`config.mk`:
```
export PLATFORM = sky130hd
export DESIGN_NAME = uart_tx_cfg
export DESIGN_NICKNAME = d
export VERILOG_FILES = /design/src/rtl/uart_tx_cfg.sv
export SDC_FILE = /design/constraint.sdc
export NUM_CORES = 1
export LEC_CHECK = 0
export CORE_MARGIN = 1
export CORE_UTILIZATION = 40
export CTS_BUF_LIST = sky130_fd_sc_hd__clkbuf_16
export CTS_CLUSTER_DIAMETER = 120
export DETAILED_ROUTE_END_ITERATION = 6
export SETUP_SLACK_MARGIN = 0.02
export SKIP_CTS_REPAIR_TIMING = 1
export SYNTH_ARGS = -nofsm -noshare
export SYNTH_HDL_FRONTEND = slang
export SYNTH_SLANG_ARGS = --single-unit
```
`constraint.sdc`:
```
create_clock -name clk -period 5.4 [get_ports clk]
set_clock_uncertainty 0.15 [all_clocks]
set_input_delay 0.54 -clock clk [delete_from_list [all_inputs] [get_ports clk]]
set_output_delay 0.54 -clock clk [all_outputs]
set_load 0.03 [all_outputs]
```
`src/rtl/uart_tx_cfg.sv`:
```
// Buffered UART transmitter with runtime baud divisor, 5..DATA_W data bits,
// optional even/odd parity, 1 or 2 stop bits and a DEPTH-entry input FIFO.
module uart_tx_cfg #(
   parameter int DATA_W = 8,
   parameter int DEPTH  = 4,
   parameter int DIV_W  = 16
) (
   input  logic                     clk,
   input  logic                     rst_,
   input  logic                     tx_valid,
   input  logic [DATA_W-1:0]        tx_data,
   output logic                     tx_ready,
   input  logic [DIV_W-1:0]         cfg_div,
   input  logic [3:0]               cfg_nbits,
   input  logic                     cfg_par_en,
   input  logic                     cfg_par_odd,
   input  logic                     cfg_stop2,
   output logic                     tx_serial,
   output logic                     tx_busy,
   output logic                     tx_done,
   output logic [$clog2(DEPTH):0]   fifo_count
);

   localparam int PTR_W = $clog2(DEPTH);
   localparam int CNT_W = PTR_W + 1;

   typedef enum logic [2:0] {
      IDLE,
      START,
      DATA,
      PARITY,
      STOP
   } state_t;

   state_t              state_q, state_d;
   logic [DIV_W-1:0]    cnt_q, cnt_d;
   logic [3:0]          bit_idx_q, bit_idx_d;
   logic                stop_idx_q, stop_idx_d;
   logic [DATA_W-1:0]   shift_q, shift_d;
   logic                par_q, par_d;
   logic [DIV_W-1:0]    div_q, div_d;
   logic [3:0]          nbits_q, nbits_d;
   logic                par_en_q, par_en_d;
   logic                par_odd_q, par_odd_d;
   logic                stop2_q, stop2_d;
   logic                serial_q, serial_d;
   logic                ready_q, ready_d;
   logic [PTR_W-1:0]    wr_ptr_q, wr_ptr_d;
   logic [PTR_W-1:0]    rd_ptr_q, rd_ptr_d;
   logic [CNT_W-1:0]    count_q, count_d;
   logic [DATA_W-1:0]   mem_q [DEPTH];

   logic                push;
   logic                pop;
   logic                bit_end;
   logic                last_stop;
   logic [3:0]          nbits_clamped;

   assign push = tx_valid && ready_q;

   // Config is sampled into the frame registers only at pop time.
   always_comb begin
      if (cfg_nbits < 4'd5) begin
         nbits_clamped = 4'd5;
      end else if (cfg_nbits > 4'(DATA_W)) begin
         nbits_clamped = 4'(DATA_W);
      end else begin
         nbits_clamped = cfg_nbits;
      end
   end

   always_comb begin
      // NOTE: every output of this block gets a default first, so no path can
      // leave a signal unassigned and infer a latch.
      state_d    = state_q;
      cnt_d      = cnt_q;
      bit_idx_d  = bit_idx_q;
      stop_idx_d = stop_idx_q;
      shift_d    = shift_q;
      par_d      = par_q;
      div_d      = div_q;
      nbits_d    = nbits_q;
      par_en_d   = par_en_q;
      par_odd_d  = par_odd_q;
      stop2_d    = stop2_q;
      pop        = 1'b0;
      last_stop  = 1'b0;

      bit_end = (cnt_q == div_q - DIV_W'(1));
      cnt_d   = bit_end ? '0 : cnt_q + DIV_W'(1);

      case (state_q)
         IDLE: begin
            cnt_d = '0;
            if (count_q != '0) begin
               pop     = 1'b1;
               state_d = START;
            end
         end
         START: begin
            if (bit_end) begin
               state_d   = DATA;
               bit_idx_d = 4'd0;
            end
         end
         DATA: begin
            if (bit_end) begin
               par_d   = par_q ^ shift_q[0];
               shift_d = shift_q >> 1;
               if (bit_idx_q == nbits_q - 4'd1) begin
                  state_d    = par_en_q ? PARITY : STOP;
                  stop_idx_d = 1'b0;
               end else begin
                  bit_idx_d = bit_idx_q + 4'd1;
               end
            end
         end
         PARITY: begin
            if (bit_end) begin
               state_d    = STOP;
               stop_idx_d = 1'b0;
            end
         end
         STOP: begin
            if (bit_end) begin
               if (stop_idx_q != stop2_q) begin
                  stop_idx_d = 1'b1;
               end else begin
                  last_stop = 1'b1;
                  if (count_q != '0) begin
                     pop     = 1'b1;
                     state_d = START;
                  end else begin
                     state_d = IDLE;
                  end
               end
            end
         end
         default: state_d = IDLE;
      endcase

      if (pop) begin
         shift_d   = mem_q[rd_ptr_q];
         par_d     = 1'b0;
         div_d     = (cfg_div == '0) ? DIV_W'(1) : cfg_div;
         nbits_d   = nbits_clamped;
         par_en_d  = cfg_par_en;
         par_odd_d = cfg_par_odd;
         stop2_d   = cfg_stop2;
      end

      // The line level is derived from the next state so the registered pin
      // changes exactly at bit boundaries.
      case (state_d)
         START:   serial_d = 1'b0;
         DATA:    serial_d = shift_d[0];
         PARITY:  serial_d = par_d ^ par_odd_d;
         default: serial_d = 1'b1;
      endcase
   end

   always_comb begin
      wr_ptr_d = push ? wr_ptr_q + PTR_W'(1) : wr_ptr_q;
      rd_ptr_d = pop  ? rd_ptr_q + PTR_W'(1) : rd_ptr_q;
      count_d  = count_q + CNT_W'(push) - CNT_W'(pop);
      ready_d  = (count_d != CNT_W'(DEPTH));
   end

   always_ff @(posedge clk or negedge rst_) begin
      if (!rst_) begin
         state_q    <= IDLE;
         cnt_q      <= '0;
         bit_idx_q  <= '0;
         stop_idx_q <= 1'b0;
         shift_q    <= '0;
         par_q      <= 1'b0;
         div_q      <= DIV_W'(1);
         nbits_q    <= 4'd5;
         par_en_q   <= 1'b0;
         par_odd_q  <= 1'b0;
         stop2_q    <= 1'b0;
         serial_q   <= 1'b1;
         ready_q    <= 1'b1;
         wr_ptr_q   <= '0;
         rd_ptr_q   <= '0;
         count_q    <= '0;
      end else begin
         // NOTE: state flops use non-blocking assignments so every flop
         // samples the values from before this edge, independent of order.
         state_q    <= state_d;
         cnt_q      <= cnt_d;
         bit_idx_q  <= bit_idx_d;
         stop_idx_q <= stop_idx_d;
         shift_q    <= shift_d;
         par_q      <= par_d;
         div_q      <= div_d;
         nbits_q    <= nbits_d;
         par_en_q   <= par_en_d;
         par_odd_q  <= par_odd_d;
         stop2_q    <= stop2_d;
         serial_q   <= serial_d;
         ready_q    <= ready_d;
         wr_ptr_q   <= wr_ptr_d;
         rd_ptr_q   <= rd_ptr_d;
         count_q    <= count_d;
      end
   end

   // NOTE: the storage array has no reset; resetting the pointers and count
   // already discards its contents, and it maps cleanly onto RAM.
   always_ff @(posedge clk) begin
      if (push) begin
         mem_q[wr_ptr_q] <= tx_data;
      end
   end

   assign tx_serial  = serial_q;
   assign tx_ready   = ready_q;
   assign tx_done    = last_stop;
   assign tx_busy    = (state_q != IDLE) || (count_q != '0);
   assign fifo_count = count_q;

endmodule

```
==> metrics.txt, run 1 <==
first-pass GRT wire length 16.6 mm; layout cell share with drive strength beyond 1 0.138; final period utilization 0.822; Synth top area share 0.305; I/O Pins 41; GRT Util Overall 0.169; largest net degree at the start of global routing 66; port bufs 40; drt first pass iters 4; final hold violation count 0; worst vdd ir 0.182 mV; Min-Delay Path Class primary input to async pin; Setup CP Type flip-flop to output pin; # rows 40; CP Launch Type flip-flop; power share of the sequential group 0.514; Vias/cell 5.46; mean area per synthesized cell 11.8 um^2; Synth Instances 415; CP Capture Type output pin; core region area 12000 um^2; Final Critical Period 4.44 ns; Inserted Diodes 0; Storage cell area 2590 um^2; die height 113 um; clk slew on worst S/H paths 0.06 ns; status finished clean; switching pwr 528 uW; clk root buf clkbuf_16; register area share after synthesis 0.528; Static Leak 2.21 nW; gpl congestion 0.806; Worst-Skew Late Latency 0.34 ns; DR vias 3304; Fmax achieved 225 MHz; drc violations 0; synth warn 0; Req. time, crit path 4.71 ns; worst path arrival time 3.75 ns; Critical Path Fanout Max 12; FILL cells 1089; vias in the first global route 3305; Max Cap Viol 0; CTS buffer count 9; Synth Register Bits 97; die width 113 um; initial antenna violation count 0; post-layout net count 498; CTS tree done; internal power 1.35 mW; Iter 0 DRT Violations 128; Slew headroom 0.456; Synth Flop Type dfrtp_1; Max clock buf depth 2; HPWL Detailed 7.02 mm; Synth cell types 62; async set or reset register ratio after synthesis 0.670; Cell Pwr Density 329 nW/um^2; Syn Nets 459; Slew @ Worst Pin 0.815 ns; CTS H-tree lvls 3; DR WL/cell 16.2 um; Starting Density 0.409; pre-CTS setup slack 1.30 ns; synthesized cell area 4910 um^2; Comb power frac 0.188; final count of negative-setup-slack endpoints 0; Slew Viols, Final 0; grt ovf 0; Setup WS post-layout 0.959 ns; Post-synth EDFFs 32; post-synth top area cell dfrtp_1; clock sink count 97; sw frac 0.281; Clock Power Share 0.298; DRT antenna net count 0; Die ar. 12700 um^2; RSZ-0062 raised after global routing false; setup TNS 0 ns; area delta synth->final 16.1%; synth top area cells dfrtp_1 31%, edfxtp_1 20%, mux2_2 4.8%; area of the multi-input gates 2190 um^2; drt total wl 9.81 mm
## Yosys cell counts (4+ instances only)
cell type  number
dfrtp_1        60
edfxtp_1       32
nor2_1         32
xnor2_1        27
mux2_2         21
nand2_1        20
nand3_1        19
xor2_1         19
inv_1          18
nor4_1         11
clkbuf_1        9
ha_1            9
o21ai_0         9
a21oi_1         8
and2_1          8
and3_1          8
mux4_2          8
nor3_1          8
a221o_1         6
or3_1           6
dfstp_2         5
nor2b_1         5
nand4_1         4
## sequential cells by signal, summed over array words and instances (netlist names), 2 cells and up
name and cells:
mem_q 32, cnt_q 16, div_q 16, shift_q 8, bit_idx_q 4, nbits_q 4, fifo_count 3, state_q 3
rd_ptr_q 2, wr_ptr_q 2
## worst max-delay path, stage by stage, from the launching register on
cell and delay [ns]:
dfstp_2 0.59, inv_1 0.06, ha_1 0.34, o21ba_2 0.25
a221oi_1 0.28, o22ai_1 0.12, nor4_1 0.50, and2_1 0.24
nand4_1 0.08, nor3_1 0.23, clkdlybuf4s50_1 0.71
## metal layers
layer | wire length, um | global-route usage
met5 | 0 | 0
met3 | 314 | 0.0337
met4 | 186 | 0.0693
met2 | 4890 | 0.269
met1 | 4410 | 0.228
## cells in the final DEF, fill, tap and decap left out, drive strengths merged, types with 6 or more instances in the layout
cell type / Yosys / final
nor3: 10 / 10
nor2: 32 / 32
clkbuf: 9 / 9
dfrtp: 60 / 60
and2: 8 / 8
xor2: 19 / 19
a221o: 6 / 6
inv: 18 / 20
nand3: 19 / 19
nand2: 20 / 20
a21oi: 8 / 8
o21ai: 12 / 12
mux2: 21 / 21
ha: 9 / 9
or3: 6 / 6
xnor2: 27 / 27
mux4: 8 / 8
nor4: 13 / 13
edfxtp: 32 / 32
clkdlybuf4s50: 0 / 39
and3: 8 / 8
## logic make-up after synthesis
family / after synthesis / synth area share
xor gates and xnor gates: 47 / 0.0866
buffers and inverters: 33 / 0.0275
muxes: 32 / 0.0909
DFF: 97 / 0.528
adders and majority gates: 10 / 0.0270
and+or+nand+nor: 147 / 0.170
AOI/OAI and AO/OA: 49 / 0.0705
## final cells by class
class                      count  share of cell area
multi-input combinational    285               0.384
timing repair buffer          43              0.0732
clock inverter                 6             0.00504
tap                          147              0.0322
clock buffer                   9              0.0395
inverter                      18              0.0118
sequential                    97               0.455
## metrics by stage
step | std cells | instance area (um^2) | power [mW] | utilization | hold slack [ns]
after CTS | 605 | 5710 | 1.91 | 0.475 | 0.266
after global placement | 590 | 5450 | 1.32 | 0.454 | 0.330
final | 605 | 5710 | 1.88 | 0.475 | 0.236
after detailed placement | 590 | 5450 | 1.34 | 0.454 | 0.346
after global routing | 605 | 5710 | 1.98 | 0.475 | 0.320
after floorplan | 415 | 4910 | 1.20 | - | 0.0944
## path summary, 6_finish.rpt
check	start	endpoint	slack [ns]	cells after the start
setup / recovery	div_q[0]	tx_done	0.96	10
hold / removal	rst_	bit_idx_q[0]	0.24	2
setup reg to reg	div_q[0]	tx_ready	1.24	15
hold reg to reg	shift_q[7]	shift_q[6]	0.36	1
max in group asynchronous	rst_	cnt_q[5]	4.34	2
min in group clk	shift_q[7]	shift_q[6]	0.36	1
## power groups by stage
stage	logic (mW)	clock network, mW	registers [mW]
final	0.353	0.559	0.967
after global routing	0.397	0.606	0.981
after CTS	0.360	0.581	0.967
after detailed placement	0.358	0	0.981
after global placement	0.347	0	0.974
after floorplan	0.229	0	0.969
Power figures use the tool's default switching activity.
==> run 2, diff against run 1 <==
==> constraint.sdc (replaced) <==
create_clock -name clk -period 3.8 [get_ports clk]
set_clock_uncertainty 0.15 [all_clocks]
set_input_delay 0.38 -clock clk [delete_from_list [all_inputs] [get_ports clk]]
set_output_delay 0.38 -clock clk [all_outputs]
set_load 0.03 [all_outputs]
==> metrics.txt, run 2 (synthesis gave the netlist of run 1 again) <==
status finished clean; # rows 40; leading cell type in the layout, fill and taps excluded dfrtp_1; CTS tree done; Crit. path cell count 15; Critical Path Start div_q[0]; Setup CP Type flip-flop to flip-flop; Worst path max stage delay 0.57 ns; vias in the first global route 3302; clk root buf clkbuf_16; FILL cells 1064; Placement Cell Area 5530 um^2; Max clock buf depth 2; sw frac 0.285; drt total wl 9.91 mm; Static Leak 2.32 nW; gpl congestion 0.821; CP bufs+invs 2; DR WL met3 379 um; biggest registers after layout mem_q x32, cnt_q x16, div_q x16; Final Critical Period 3.56 ns; worst path cell trace inv_1 -> ha_4 -> o21ba_2 -> a221oi_2 -> o22ai_1 -> nor4_2 -> nand4_2 -> o21ai_4 -> xnor2_2 -> ha_1 -> inv_1 -> fa_2 -> xnor2_1 -> xnor2_1 -> nand3b_1; largest net degree at the start of global routing 43; DRT antenna net count 0; Worst-Skew Late Latency 0.35 ns; Final Cell Area 5900 um^2; CP Capture Type flip-flop; pre-CTS setup slack 0.0444 ns; initial antenna violation count 0; Vias/cell 5.32; DR WL/cell 16.0 um; clk slew on worst S/H paths 0.07 ns; I/O Pins 41; CTS buffer count 9; port bufs 40; flip-flop count of the largest register after layout 32; Reg-to-Reg End tx_ready; final period utilization 0.937; drt first pass iters 4; Max Cap Viol 0; cells on worst reg2reg path 15; Die ar. 12700 um^2; Slew Viols, Final 0; Inserted Diodes 0; CP Launch Type flip-flop; GRT Util Overall 0.168; Req. time, crit path 3.92 ns; final count of negative-setup-slack endpoints 0; DR vias 3301; die width 113 um; internal power 1.94 mW; Setup WS post-layout 0.238 ns; capture point of the worst path tx_ready; commonest cells after routing, fill and taps aside 59 x dfrtp_1, 38 x clkdlybuf4s50_1, 32 x nor2_1, 32 x edfxtp_1, 26 x xnor2_1; Starting Density 0.409; layout cell share with drive strength beyond 1 0.190; Slew @ Worst Pin 0.999 ns; Slew headroom 0.334; Top delay family on crit path compound AO/OA/AOI/OAI gates; Min-Delay Path Class primary input to async pin; worst vdd ir 0.430 mV; CTS H-tree lvls 3; R2R Setup Slk 0.24 ns; highest routed layer met4; Comb power frac 0.191; Iter 0 DRT Violations 168; clock sink count 97; worst path arrival time 3.69 ns; met2 wire length 4.92 mm; post-layout net count 513; die height 113 um; M1 WL 4.50 mm; drc violations 0; switching pwr 775 uW; power share of the sequential group 0.504; HPWL Detailed 7.27 mm; RSZ-0062 raised after global routing false; first-pass GRT wire length 16.2 mm; grt ovf 0; Clock Power Share 0.305; Cell Pwr Density 461 nW/um^2; slowest cell on the critical path dfstp_2; Crit Reg-Reg Startpoint div_q[0]; Largest Register mem_q; final hold violation count 0; Fmax achieved 281 MHz; Critical Path Fanout Max 7; core region area 12000 um^2; area delta synth->final 20.0%; fin util 0.491
-- run 2: changes by cell type in the layout (fill, tap and decap cells not counted), moves of 2 or more --
| cell | change |
|---|---|
| buf_4 | +15 |
| nor4_1 | -3 |
| inv_6 | +3 |
| clkinv_1 | -2 |
| nor4_2 | +3 |
-- run 2: how the worst min path moves through the flow --
| stage | slack (ns) | end | start | cells after the start |
|---|---|---|---|---|
| final | 0.06 | fifo_count[2] | rst_ | 1 |
| after global routing | 0.14 | fifo_count[2] | rst_ | 1 |
| after CTS | 0.09 | fifo_count[2] | rst_ | 1 |
| after detailed placement | 0.34 | nbits_q[2] | nbits_q[2] | 2 |
| after global placement | 0.34 | nbits_q[2] | nbits_q[2] | 2 |
| after floorplan | -0.07 | bit_idx_q[0] | rst_ | 0 |
-- run 2: power groups by stage --
stage	sequential (mW)	combinational, mW	clock [mW]
CTS	1.37	0.516	0.857
global route	1.39	0.578	0.886
global placement	1.38	0.504	0
floorplan	1.38	0.329	0
finish	1.37	0.519	0.828
detailed placement	1.39	0.513	0
-- run 2: layout make-up --
cell class                      count  area [um^2]  share of cell area
Inverter                           18         67.6              0.0115
Timing Repair Buffer               58          533              0.0903
Clock buffer                        9          225              0.0382
Clock inverter                      7         43.8             0.00742
Sequential cell                    97         2590               0.440
Tap cell                          147          184              0.0312
Multi-Input combinational cell    285         2250               0.382
-- run 2: routing by layer --
metal  global-route usage  up-vias
li1                     -     1628
met1                0.215     1599
met2                0.280       63
met3               0.0418       11
met4               0.0533        0
met5                    0        -
-- run 2: stage by stage --
step | std cells | hold WS, ns | TNS, ns | power [mW]
after CTS | 615 | 0.0916 | -0.214 | 2.74
final | 621 | 0.0560 | 0 | 2.72
after detailed placement | 599 | 0.342 | 0 | 1.90
after global placement | 599 | 0.339 | 0 | 1.89
after global routing | 621 | 0.143 | 0 | 2.86
after floorplan | 415 | -0.0656 | 0 | 1.71
-- run 2: worst register-to-register path, cell delays in order, from the launching register on --
cell and delay, ns:
dfstp_2 0.57, inv_1 0.08, ha_4 0.18, o21ba_2 0.20, a221oi_2 0.26, o22ai_1 0.11
nor4_2 0.39, nand4_2 0.21, o21ai_4 0.23, xnor2_2 0.13, ha_1 0.16, inv_1 0.05
fa_2 0.33, xnor2_1 0.20, xnor2_1 0.16, nand3b_1 0.10
